**src/rtl/bus_sequencer.sv**
```systemverilog
// Upstream sequencer for the PlayBus stage: walks an address range and issues
// one dynamic bus operation per address, waiting for the stage to return idle.
module bus_sequencer (
  input  logic       CK2HZ,
  input  logic       CLR,
  input  logic       START,
  input  logic [2:0] FUNC_IN,
  input  logic [3:0] ADD_FIRST,
  input  logic [3:0] ADD_LAST,
  input  logic [1:0] St,
  output logic [3:0] ADD,
  output logic [2:0] FUNC,
  output logic       GO,
  output logic       BUSY,
  output logic       DONE,
  output logic       ERR,
  output logic [1:0] SQ
);

  typedef enum logic [1:0] {
    IDLE    = 2'd0,
    ISSUE   = 2'd1,
    RELEASE = 2'd2,
    FINISH  = 2'd3
  } state_t;

  state_t     state, state_next;
  logic       s1, s2, s3;
  logic       start_edge, func_ok;
  logic [3:0] addr, addr_next, last, last_next;
  logic [2:0] func_r, func_next, wd, wd_next;
  logic       go_next, done_next, err_next;

  // START is a raw button; s3 only remembers s2 for edge detection
  always_ff @(posedge CK2HZ or posedge CLR) begin
    if (CLR) begin
      s1 <= 1'b0;
      s2 <= 1'b0;
      s3 <= 1'b0;
    end else begin
      s1 <= START;
      s2 <= s1;
      s3 <= s2;
    end
  end

  assign start_edge = s2 & ~s3;
  assign func_ok    = (FUNC_IN == 3'd3) || (FUNC_IN == 3'd4) || (FUNC_IN == 3'd5);

  always_ff @(posedge CK2HZ or posedge CLR) begin
    if (CLR) begin
      state  <= IDLE;
      addr   <= 4'd0;
      last   <= 4'd0;
      func_r <= 3'd0;
      wd     <= 3'd0;
      GO     <= 1'b0;
      DONE   <= 1'b0;
      ERR    <= 1'b0;
    end else begin
      state  <= state_next;
      addr   <= addr_next;
      last   <= last_next;
      func_r <= func_next;
      wd     <= wd_next;
      GO     <= go_next;
      DONE   <= done_next;
      ERR    <= err_next;
    end
  end

  always_comb begin
    state_next = state;
    addr_next  = addr;
    last_next  = last;
    func_next  = func_r;
    wd_next    = wd;
    go_next    = GO;
    done_next  = DONE;
    err_next   = ERR;
    case (state)
      IDLE: begin
        go_next = 1'b0;
        if (start_edge && (St == 2'd0) && func_ok) begin
          addr_next  = ADD_FIRST;
          func_next  = FUNC_IN;
          last_next  = (FUNC_IN == 3'd5) ? ADD_FIRST : ADD_LAST;
          err_next   = 1'b0;
          wd_next    = 3'd0;
          go_next    = 1'b1;
          state_next = ISSUE;
        end
      end
      ISSUE: begin
        if (St == 2'd3) begin
          go_next    = 1'b0;
          wd_next    = 3'd0;
          state_next = RELEASE;
        end else if (wd == 3'd7) begin
          err_next   = 1'b1;
          go_next    = 1'b0;
          state_next = IDLE;
        end else begin
          wd_next = wd + 3'd1;
        end
      end
      RELEASE: begin
        if (St == 2'd0) begin
          if (addr == last) begin
            done_next  = 1'b1;
            state_next = FINISH;
          end else begin
            addr_next  = addr + 4'd1;
            go_next    = 1'b1;
            wd_next    = 3'd0;
            state_next = ISSUE;
          end
        end else if (wd == 3'd7) begin
          err_next   = 1'b1;
          go_next    = 1'b0;
          state_next = IDLE;
        end else begin
          wd_next = wd + 3'd1;
        end
      end
      FINISH: begin
        go_next   = 1'b0;
        done_next = 1'b1;
        if (!s2) begin
          done_next  = 1'b0;
          state_next = IDLE;
        end
      end
      default: state_next = IDLE;
    endcase
  end

  // In IDLE the switches pass straight through so static functions work directly
  assign ADD  = (state == IDLE) ? ADD_FIRST : addr;
  assign FUNC = (state == IDLE) ? FUNC_IN : func_r;
  assign BUSY = (state != IDLE);
  assign SQ   = state;

endmodule

```
**config.mk**
```make
export PLATFORM = sky130hd
export DESIGN_NAME = bus_sequencer
export DESIGN_NICKNAME = d
export VERILOG_FILES = /design/src/rtl/bus_sequencer.sv
export SDC_FILE = /design/constraint.sdc
export NUM_CORES = 1
export LEC_CHECK = 0
export CORE_MARGIN = 2
export CORE_UTILIZATION = 42
export CTS_CLUSTER_DIAMETER = 100
export DETAILED_ROUTE_END_ITERATION = 6
export MAX_ROUTING_LAYER = met4
export PLACE_DENSITY_LB_ADDON = 0.05
export SLEW_MARGIN = 20
export SYNTH_ARGS = -nofsm -noshare
export SYNTH_HDL_FRONTEND = slang
export SYNTH_SLANG_ARGS = --single-unit
```
**constraint.sdc**
```tcl
create_clock -name CK2HZ -period 2 [get_ports CK2HZ]
set_input_delay 0.3 -clock CK2HZ [delete_from_list [all_inputs] [get_ports CK2HZ]]
set_output_delay 0.3 -clock CK2HZ [all_outputs]
set_load 0.01 [all_outputs]
```
==> results of run 1 <==
==> synth_stat cells (2+ instances only) <==
cell type	n	area share, %
dfrtp_1	22	41
nand2_1	14	3.9
mux2_2	10	8.5
ha_1	7	6.6
nand3_1	7	2.6
o21ai_0	7	2.6
inv_1	6	1.7
a21oi_1	5	1.9
nor2_1	5	1.4
mux2i_1	4	3.0
xnor2_1	4	2.6
buf_2	3	1.1
nor3_1	3	1.1
a21o_1	2	1.1
a2bb2oi_1	2	1.3
a32o_1	2	1.5
nand2b_1	2	0.94
nand3b_1	2	1.1
nor2b_1	2	0.94
==> cell type report <==
cell class              count  share of cell area [%]
clock buffers               4                    2.02
repair buffers             43                    20.5
flip-flops and latches     22                    30.6
well taps                  44                    3.06
inverters                   6                    1.25
multi-input cells         100                    42.5
==> cell families after synthesis <==
| kind of cell | count (synthesis) |
|---|---|
| muxes | 15 |
| buffers and inverters | 10 |
| and+or+nand+nor | 43 |
| AOI/OAI and AO/OA | 31 |
| xor gates and xnor gates | 4 |
| DFF | 22 |
| adders and majority gates | 7 |
==> metrics by stage <==
| stage | cells | util [%] | cell area, um2 | setup slack (ns) | setup TNS (ns) |
|---|---|---|---|---|---|
| global route | 219 | 59.3 | 1800 | 0.0187 | 0 |
| CTS | 217 | 59.7 | 1810 | 0.00390 | 0 |
| floorplan | 132 | - | 1330 | 0.207 | 0 |
| detailed placement | 212 | 57.9 | 1750 | -0.0303 | -0.0780 |
| finish | 219 | 59.3 | 1800 | 0.104 | 0 |
| global placement | 212 | 57.9 | 1750 | 0.0196 | 0 |
==> state kept, by name (all words and copies together) (netlist names), 2 cells and up <==
register,flops
SQ,2
addr,4
func_r,3
last,4
wd,3
==> layer usage <==
layer	GRT usage, %	vias to the layer above	wire length, um
met5	-	-	0
met4	3.81	0	14
met3	2.60	2	131
met2	30.1	22	1390
met1	27.1	534	1420
li1	-	569	-
==> repair_timing <==
| item | CTS | global route |
|---|---|---|
| hold endpoints to repair | 0 | 0 |
| resized for setup | 18 | 10 |
| pin swaps | 0 | 0 |
| setup endpoints to repair | 8 | 12 |
| setup buffers | 1 | 2 |
==> where the power goes <==
part	internal [uW]	switching, uW
combinational	758	667
clock	111	143
sequential	587	122
==> worst max-delay path, delay by kind of cell (launching register included) <==
| kind | cells | cell delay, ns |
|---|---|---|
| compound gates | 3 | 0.86 |
| fa+ha+maj | 1 | 0.24 |
| buf+inv | 2 | 0.28 |
| flops | 1 | 0.42 |
==> final timing paths <==
check / from / endpoint
setup / recovery: SQ[0] / wd[0]
max in group asynchronous: CLR / last[1]
hold reg to reg: s1 / s2
setup reg to reg: SQ[0] / wd[0]
hold / removal: CLR / DONE
min in group CK2HZ: s1 / s2
==> out/metrics.yaml, run 1 <==
floorplan:
  start_util_pct: 44.0
  chipWidth_um: 60.3
  die_h_um: 60.3
  rows: 20
  core_um2: 3030
  io_pins: 29
  dieArea_um2: 3640
critical_path:
  path_common_cell: "buf_4"
  worstSetupEndpointType: "flop"
  cp_max_fo: 4
  crit_chain: "buf_4, buf_4, ha_1, o311ai_2, o2111ai_1, a22o_1"
  reg2reg_setup_slack_ns: 0.10
  slowest_stage: "dfrtp_1"
  max_stage_delay_ns: 0.42
  critPathKind: "flop to flop"
  reg2reg_depth: 6
  worst_ep_arrival_time_ns: 2.12
  start_kind: "flop"
  required_ns: 2.22
flow_run:
  maxCapViolations: 0
finish:
  final_layout_size_suffix_gt1_share_pct: 27.4
  fill_cells: 280
  layout_commonest_cell: "dfrtp_1"
  multiInputGateArea_um2: 763
  seq_area_um2: 551
  layout_common_cells: "dfrtp_1 (22), clkdlybuf4s50_1 (20), nand2_1 (14), buf_4 (14), mux2_2 (10)"
  diodes: 0
  syn_to_final_growth_pct: 34.8
  nNetsFinal: 199
global_route:
  grt_max_degree: 23
  grt_pass1_wl_mm: 5.18
  grtUsageTotal_pct: 19.4
  antenna_found_initial: 0
  grt-ovfl-total: 0
  grt_pass1_vias: 1139
detailed_routing:
  viasPerCell: 5.15
  drt_iter0_markers: 38
  drt-pass1-iter-count: 5
  ant_nets: 0
  drc: 0
  routed_wl_mm: 2.95
  vias: 1127
  post_drt_wl_per_cell_um: 13.5
timing:
  setup_viol: 0
  slew-limit-headroom_pct: 72.8
  final_max_slew_viol_count: 0
  worst_pin_slew_ns: 0.407
  period_minus_slack_ns: 1.90
  clock-skew-final_ns: 0.00221
  fin_hold_ws_ns: 0.301
  rsz0062_at_grt: "false"
  fmax_ghz: 0.528
  final-hold-violation-count: 0
  period_share_pct: 94.8
placed_design:
  dp_hpwl_mm: 2.26
  gp_congestion: 0.858
  io_buffers: 28
logic_synthesis:
  synth_cell_types: 42
  synth_simple_gate_area_share_pct: 17.0
  syn-num-nets: 155
  synthArstFlopShare_pct: 100
  synth_warnings: 0
  synth_top_family_by_area: "simple AND/OR/NAND/NOR gates"
  synth_edf_count: 0
  synthAdderAreaFrac_pct: 6.57
  ys_seq_area_share_pct: 41.3
  syn-cell-area_um2: 1330
  synthXorXnorAreaFrac_pct: 2.63
  synth_compound_area_share_pct: 16.8
  synth_cells: 132
  muxShareOfSynthArea_pct: 12.6
  ys_ff_latch: 22
  postSynthAreaPerCell_um2: 10.1
  synthFlopType: "dfrtp_1"
cts:
  cts_root_buf: "clkbuf_4"
  holdBufCountCts: 0
  clk_path_buf_depth: 2
  clkLatencyLatePin_ns: 0.32
  htreeDepth: 1
  cts_buffers: 3
  clk_pin_slew_ns: 0.12
  cts.sinks: 22
  cts_tree: "built"
outcome:
  run_status: "finished clean"
power:
  vdd_drop_max_v: 0.000517
  cellPowerDensity_nw_per_um2: 1330
  totalPowerFinal_uw: 2390
  leakage_uw: 0.000817
worst_hold_path:
  hp-class: "input port to async pin"
(Power assumes the default switching activity.)
==> run 2: changes to the inputs <==
--- a/config.mk
+++ b/config.mk
@@ -6,7 +6,7 @@
 export NUM_CORES = 1
 export LEC_CHECK = 0
 export CORE_MARGIN = 2
-export CORE_UTILIZATION = 42
+export CORE_UTILIZATION = 45
 export CTS_CLUSTER_DIAMETER = 100
 export DETAILED_ROUTE_END_ITERATION = 6
 export MAX_ROUTING_LAYER = met4
==> constraint.sdc (replaced) <==
create_clock -name CK2HZ -period 1.7 [get_ports CK2HZ]
set_input_delay 0.255 -clock CK2HZ [delete_from_list [all_inputs] [get_ports CK2HZ]]
set_output_delay 0.255 -clock CK2HZ [all_outputs]
set_load 0.005 [all_outputs]
==> run 2 against run 1 <==
Against the previous run: the run now ends with negative setup slack left; hold slack got worse by 0.038 ns; first-iteration DRC count is 34% lower; critical endpoint is now ADD[2]; flip-flop and latch count did not move; power grew 49%; via count up 17%; worst setup slack worse by 0.19 ns; die area down 6.2%.
==> out/metrics.yaml, run 2 (same netlist as run 1, synthesis figures left out) <==
outcome:
  run_status: "complete, but fails checks"
  violations: "negative setup slack"
global_route:
  grt_pass1_vias: 1345  # +18%
  grt_max_degree: 23  # unchanged
  antenna_found_initial: 0  # unchanged
  grt-ovfl-total: 0  # unchanged
  grt_pass1_wl_mm: 6.22  # +20%
  grtUsageTotal_pct: 24.3  # +4.9 points
timing:
  final-hold-violation-count: 0  # unchanged
  clock-skew-final_ns: 0.00624  # +0.00403 ns
  rsz0062_at_grt: "true"
  period_share_pct: 105
  period_minus_slack_ns: 1.79
  setup_viol: 12  # +12
  final_max_slew_viol_count: 0  # unchanged
  fmax_ghz: 0.559
  slew-limit-headroom_pct: 76.3  # +3.4 points
  layout_setup_ws_ns: -0.0902  # -0.195 ns
  worst_pin_slew_ns: 0.356  # -0.0509 ns
detailed_routing:
  post_drt_wl_per_cell_um: 17.4  # +29%
  drc: 0  # unchanged
  drt-pass1-iter-count: 4  # -1
  viasPerCell: 5.76  # +12%
  drt_iter0_markers: 25  # -34%
  ant_nets: 0  # unchanged
  routed_wl_mm: 4.00  # +36%
  vias: 1324  # +17%
power:
  sw_frac_of_total_pct: 38.6  # -0.45 points
  switchingPower_uw: 1370  # +47%
  p_int_uw: 2190  # +50%
  leakage_uw: 0.00101  # +24%
  totalPowerFinal_uw: 3560  # +49%
  cellPowerDensity_nw_per_um2: 1630  # +23%
  combinationalPowerShare_pct: 68.9  # +9.2 points
  pwr-share-seq_pct: 22.7  # -7.0 points
  clockPowerShare_pct: 8.4  # -2.2 points
  vdd_drop_max_v: 0.00123  # +140%
finish:
  layout_commonest_cell: "buf_4"
  syn_to_final_growth_pct: 63.8
  diodes: 0  # unchanged
  nNetsFinal: 223  # +12%
  fin_area_um2: 2180  # +22%
  reg.largest.list: "addr (4), last (4)"
  finalCoreUtilization_pct: 78.5  # +19 points
  layout_common_cells: "buf_4 (30), dfrtp_1 (22), clkdlybuf4s50_1 (20)"
  final_layout_size_suffix_gt1_share_pct: 44.7  # +17 points
floorplan:
  dieArea_um2: 3410  # -6.2%
  start_util_pct: 47.9  # +3.9 points
  core_um2: 2780  # -8.1%
  io_pins: 29  # unchanged
  rows: 19  # -5.0%
  die_h_um: 58.4  # -3.2%
  chipWidth_um: 58.4  # -3.2%
cts:
  cts.sinks: 22  # unchanged
  cts_tree: "built"
  holdBufCountCts: 0  # unchanged
  cts_root_buf: "clkbuf_4"
  cts_buffers: 3  # unchanged
  htreeDepth: 1  # unchanged
  clk_path_buf_depth: 2  # unchanged
  clkLatencyLatePin_ns: 0.31  # about the same
  clk_pin_slew_ns: 0.13  # about the same
critical_path:
  worst_ep_arrival_time_ns: 1.54  # -0.58 ns
  cp_max_fo: 5  # +1
  required_ns: 1.44  # -0.78 ns
  critPathKind: "flop to output pin"
  worstSetupEndpointType: "output pin"
  start_kind: "flop"
placed_design:
  place_area_um2: 1880  # +7.5%
  gp_congestion: 0.880  # +2.6%
  io_buffers: 28  # unchanged
  dp_hpwl_mm: 2.56  # +13%
flow_run:
  maxCapViolations: 0  # unchanged
worst_hold_path:
  hp-class: "input port to async pin"
==> run 2: cell count changes in the layout (fill, tap and decap cells not counted), sizes merged <==
cell         delta
dlygate4sd2     -1
clkbuf          -6
buf            +31
==> run 2: critical path, cell delays in order, from the launching register on <==
cell     delay (ns)
dfrtp_1        0.41
inv_2          0.09
ha_4           0.15
buf_6          0.13
mux2_4         0.31
buf_6          0.12
==> run 2: worst paths after layout <==
path	startpoint	endpoint	slack, ns	cells past startpoint
worst max-delay path	SQ[1]	ADD[2]	-0.09	5
worst min-delay path	CLR	wd[0]	0.26	3
worst max register to register	SQ[1]	addr[1]	-0.07	8
worst min register to register	s1	s2	0.37	0
max in group asynchronous	CLR	GO	1.21	3
min in group CK2HZ	START	s1	0.36	1
==> run 2: per-layer routing <==
metal	up-vias	part of all wire [%]	global-route usage, %
met5	-	0	-
met4	0	2.4	5.98
met3	10	3.9	2.86
met2	38	49	39.6
met1	662	44	32.3
li1	614	-	-
==> run 2: final cells by class <==
cell class              count  area [um2]
fillers                   176         598
clock buffers               4        36.3
well taps                  31        38.8
flip-flops and latches     22         551
repair buffers             67         604
multi-input cells         100         928
inverters                   6        25.0
==> run 2: what timing repair did <==
| action | in CTS | in global routing |
|---|---|---|
| setup buffers | 5 | 2 |
| setup endpoints to repair | 17 | 21 |
| cloned | 0 | 1 |
| gates resized for setup | 63 | 20 |
| pin swaps | 5 | 10 |
==> run 2: power groups by stage <==
stage | Combinational (uW) | Clock (uW) | Sequential (uW)
after detailed placement | 1790 | 0 | 811
final | 2450 | 299 | 810
after floorplan | 951 | 0 | 828
after global routing | 2620 | 322 | 830
after CTS | 2180 | 302 | 805
after global placement | 1760 | 0 | 802
==> run 2: through the flow <==
step / setup WS [ns] / instances / TNS (ns) / hold slack (ns)
after global placement: -0.221 / 219 / -2.45 / 0.337
after CTS: -0.0636 / 227 / -0.370 / 0.277
after floorplan: 0.0326 / 132 / 0 / 0.244
after detailed placement: -0.307 / 219 / -3.48 / 0.343
final: -0.0902 / 230 / -0.678 / 0.262
after global routing: -0.120 / 230 / -1.23 / 0.299
==> variant 1, RTL diff (flow settings as in run 2) <==
Add an input register stage for `START`, `FUNC_IN`, `ADD_LAST` and `St`, without a reset; this delays them by one clock.
--- a/src/rtl/bus_sequencer.sv
+++ b/src/rtl/bus_sequencer.sv
@@ -26,2 +26,14 @@
 
+  logic START_q;
+  logic [2:0] FUNC_IN_q;
+  logic [3:0] ADD_LAST_q;
+  logic [1:0] St_q;
+
+  always_ff @(posedge CK2HZ) begin
+    START_q    <= START;
+    FUNC_IN_q  <= FUNC_IN;
+    ADD_LAST_q <= ADD_LAST;
+    St_q       <= St;
+  end
+
   state_t     state, state_next;
@@ -40,3 +52,3 @@
     end else begin
-      s1 <= START;
+      s1 <= START_q;
       s2 <= s1;
@@ -47,3 +59,3 @@
   assign start_edge = s2 & ~s3;
-  assign func_ok    = (FUNC_IN == 3'd3) || (FUNC_IN == 3'd4) || (FUNC_IN == 3'd5);
+  assign func_ok    = (FUNC_IN_q == 3'd3) || (FUNC_IN_q == 3'd4) || (FUNC_IN_q == 3'd5);
 
@@ -83,6 +95,6 @@
         go_next = 1'b0;
-        if (start_edge && (St == 2'd0) && func_ok) begin
+        if (start_edge && (St_q == 2'd0) && func_ok) begin
           addr_next  = ADD_FIRST;
-          func_next  = FUNC_IN;
-          last_next  = (FUNC_IN == 3'd5) ? ADD_FIRST : ADD_LAST;
+          func_next  = FUNC_IN_q;
+          last_next  = (FUNC_IN_q == 3'd5) ? ADD_FIRST : ADD_LAST_q;
           err_next   = 1'b0;
@@ -94,3 +106,3 @@
       ISSUE: begin
-        if (St == 2'd3) begin
+        if (St_q == 2'd3) begin
           go_next    = 1'b0;
@@ -107,3 +119,3 @@
       RELEASE: begin
-        if (St == 2'd0) begin
+        if (St_q == 2'd0) begin
           if (addr == last) begin
@@ -139,3 +151,3 @@
   assign ADD  = (state == IDLE) ? ADD_FIRST : addr;
-  assign FUNC = (state == IDLE) ? FUNC_IN : func_r;
+  assign FUNC = (state == IDLE) ? FUNC_IN_q : func_r;
   assign BUSY = (state != IDLE);
Behaviour: not the same (Yosys sat finds a counterexample within 4 cycles, from zero or initial values).
==> variant 1 against run 2 <==
The flow still finishes with violations (setup timing); sequential share of layout area is 6.3 points higher; critical endpoint is now ADD[1]; worst hold slack worse by 0.0095 ns; via count is 0.38% lower; wire length is 7.5% lower; design area is 9.5% higher; power is 7.7% higher; highest routed layer unchanged; combinational power is 15% lower; first-iteration DRC count is 120% higher; synthesized area is 15% higher; sequential power is 36% higher; fmax is 0.50% higher; sequential cell count is 10 higher; worst setup slack better by 0.0089 ns; clock skew is 0.0086 ns higher.
==> variant 1: results <==
group,metric,value,unit
cts,cts.reportedPaths.clkPinSlew,0.11,ns
layout,multi_input_area_share,37.7,%
grt,grt_use_met3,6.16,%
layout,fillers,246,
outcome,status,"finished, violations left",
power,power.leakage,1.10,nW
layout,final-clk-cell-share,3.98,%
timing,setup_viol,11,
route,wl_met3,206,µm
setup_path,path_max_fanout,6,
placement,dpl.cell_count,236,
yosys,synth_area_leaders,"dfrtp_1 (36%), dfxtp_1 (13%), mux2_2 (7.4%), ha_1 (5.7%), nand2_1 (3.2%)",
power,powerDensity,1600,nW/µm²
setup_path,r2r-start,"SQ[0]$_DFFE_PP0P_",
grt,met1_usage,26.7,%
placement,post-place-ws,-0.325,ns
timing,fin_tns_setup,-0.622,ns
setup_path,worst_r2r_path_depth,9,
grt,use_met2,33.2,%
layout,drive_gt1_share,40.5,%
route,routed_wl,3700,µm
power,power,3.83,mW
die,core_area,3280,µm²
layout,nFlopsAndLatches,32,
placement,hpwlAfterDp,2540,µm
yosys,yosysSeqAreaShare,49.2,%
placement,place.gp.congestion,0.951,
layout,fin_nets,227,
placement,place_area,2050,µm²
cts,cts_buffers,5,
outcome,violations,"setup timing",
yosys,synth.top_cells.by_count,"dfrtp_1 (22), nand2_1 (13), dfxtp_1 (10), mux2_2 (10)",
yosys,synthCells,141,
timing,fin_ws,-0.0814,ns
timing,fin_worst_skew,0.0148,ns
grt,grt_pass1_wl,6410,µm
grt,grt_usage,21.5,%
layout,reg_top3,"ADD_LAST_q: 4 flops, addr: 4 flops, last: 4 flops",
route,vias,1319,
cts,cts_resized,67,
timing,fin_hold_ws,0.253,ns
route,drt-met1-wl,1620,µm
-- variant 1: critical path, delay by kind of cell (launching register included) --
kind                       cells  cell delay [ns]
DFF                            1             0.40
adders and majority gates      1             0.15
muxes                          1             0.30
buffers and inverters          3             0.33
-- variant 1: how the worst max path moves through the flow --
| stage | end | slack [ns] | cells after the start |
|---|---|---|---|
| global placement | ADD[2] | -0.28 | 4 |
| finish | ADD[1] | -0.08 | 5 |
| floorplan | addr[1]$_DFFE_PP0P_ | 0.01 | 7 |
| detailed placement | ADD[1] | -0.32 | 4 |
| CTS | ADD[1] | -0.09 | 5 |
| global route | addr[3]$_DFFE_PP0P_ | -0.14 | 9 |
-- variant 1: cell families after synthesis --
group | after synthesis | synth area share (%)
compound gates | 33 | 15.2
xor+xnor | 4 | 2.29
fa+ha+maj | 7 | 5.74
buf+inv | 9 | 2.29
flops | 32 | 49.2
mux | 15 | 11.0
simple gates | 41 | 14.3
==> variant 2, RTL diff (settings of run 2) <==
Without the edit above. Put a register stage on the outputs `ADD`, `FUNC` and `BUSY`, without a reset. The values now appear one clock later. The other outputs are not delayed to match.
--- a/src/rtl/bus_sequencer.sv
+++ b/src/rtl/bus_sequencer.sv
@@ -138,5 +138,7 @@
   // In IDLE the switches pass straight through so static functions work directly
-  assign ADD  = (state == IDLE) ? ADD_FIRST : addr;
-  assign FUNC = (state == IDLE) ? FUNC_IN : func_r;
-  assign BUSY = (state != IDLE);
+  always_ff @(posedge CK2HZ) begin
+    ADD  <= (state == IDLE) ? ADD_FIRST : addr;
+    FUNC <= (state == IDLE) ? FUNC_IN : func_r;
+    BUSY <= (state != IDLE);
+  end
   assign SQ   = state;
Behaviour: not the same (Yosys sat finds a counterexample within 4 cycles, from zero or initial values).
==> variant 2 against run 2 <==
The run still ends with setup timing left; sequential cell count is 8 higher; design area is 8.9% higher; worst setup slack better by 0.020 ns; global-route usage is 4.0 points lower; wire length is 6.1% lower; fmax is 1.1% higher; synthesized area is 19% higher; utilization is 7.8 points lower; register-to-register slack hardly changed; power is 19% higher; synthesized cell count is 6.1% higher; non-clock buffer count is 7 lower.
==> variant 2: results <==
group,metric,value,unit
yosys,synth_compound_area_share,14.8,%
layout,fin_nets,227,
yosys,synth_fa_ha_area_share,5.53,%
layout,drive_gt1_share,37.6,%
yosys,ys_async_sr_fraction,73.3,%
yosys,synth_mux_area_share,10.5,%
power,power.leakage,1.08,nW
outcome,violations,"setup timing",
cts,cts.reportedPaths.clkPinSlew,0.10,ns
yosys,synth.top_cells.by_count,"dfrtp_1 (22), nand2_1 (13), mux2_2 (9), a21oi_1 (8), dfxtp_1 (8)",
route,vias,1334,
power,ir_drop,0.902,mV
yosys,synth_area_leaders,"dfrtp_1 (35%), dfxtp_1 (10%), mux2_2 (6.4%), ha_1 (5.5%), mux2i_1 (3.2%)",
timing,fin_ws,-0.0700,ns
setup_path,worst_r2r_path_depth,7,
yosys,synth_nets,163,
placement,place.gp.congestion,0.891,
timing,fin_hold_ws,0.252,ns
yosys,yosysSeqAreaShare,44.9,%
setup_path,path_max_fanout,6,
cts,clk_latency,0.33,ns
timing,setup_viol,5,
cts,htree_num_levels,2,
yosys,synth_xor_area_share,3.63,%
placement,post-place-ws,-0.335,ns
route,firstDrtPassIters,6,
setup_path,r2r-start,"SQ[0]$_DFFE_PP0P_",
yosys,synth_edf_count,0,
yosys,synth.avg_cell_area,11.3,µm²
route,avgViaCountPerCell,5.31,
route,routed_wl,3760,µm
grt,grt_pass1_wl,6130,µm
yosys,synth.distinct_cells,45,
layout,fillers,275,
cts,cts_buffers,5,
placement,place_area,2080,µm²
outcome,status,"finished, violations left",
grt,grt_usage,20.3,%
setup_path,worst_ep_arrival_time,2.05,ns
timing,fin_tns_setup,-0.243,ns
route,dr.first_iter.drc_count,77,
timing,tightest_slew,0.461,ns
[variant 2: repair_timing]
item | in CTS | in global routing
gates cloned | 0 | 0
setup buffers | 2 | 8
pin swaps | 6 | 9
resized for setup | 11 | 14
endpoints found under the setup margin | 8 | 18
[variant 2: routing by layer]
layer  vias up  track usage (%)  wire length, µm
li1        637                -                -
met1       656             24.6             1710
met2        33             33.2             1860
met3         8             4.11              149
met4         0             7.88               40
met5         -                -                0
[variant 2: critical path: stages (launching register included)]
cell      delay (ns)
dfrtp_1         0.40
inv_2           0.11
ha_4            0.16
nor3b_4         0.30
o41ai_4         0.15
a211oi_4        0.25
buf_6           0.16
o2111a_1        0.19
[variant 2: power breakdown]
part / total, mW / internal, mW / switching [mW]
clock: 0.759 / 0.498 / 0.261
combinational: 2.31 / 1.25 / 1.05
sequential: 1.16 / 0.985 / 0.179
[variant 2: layout make-up]
class                           instances  area [µm²]  share of cell area [%]
Clock buffer                            6        51.3                    2.16
Clock inverter                          2        60.1                    2.53
Inverter                                6        22.5                   0.947
Multi-Input combinational cell        101         930                    39.1
Sequential cell                        30         712                    29.9
Tap cell                               46        57.6                    2.42
Timing Repair Buffer                   60         544                    22.9
[variant 2: worst max-delay path by stage]
stage,start,endpoint,depth (start not counted)
after floorplan,SQ[0]$_DFFE_PP0P_,addr[2]$_DFFE_PP0P_,8
after global placement,St[1],SQ[1]$_DFFE_PP0P_,6
after detailed placement,St[1],wd[0]$_DFFE_PP0P_,6
after CTS,SQ[0]$_DFFE_PP0P_,GO$_DFFE_PP0P_,7
after global routing,SQ[0]$_DFFE_PP0P_,addr[2]$_DFFE_PP0P_,8
final,SQ[0]$_DFFE_PP0P_,addr[3]$_DFFE_PP0P_,7
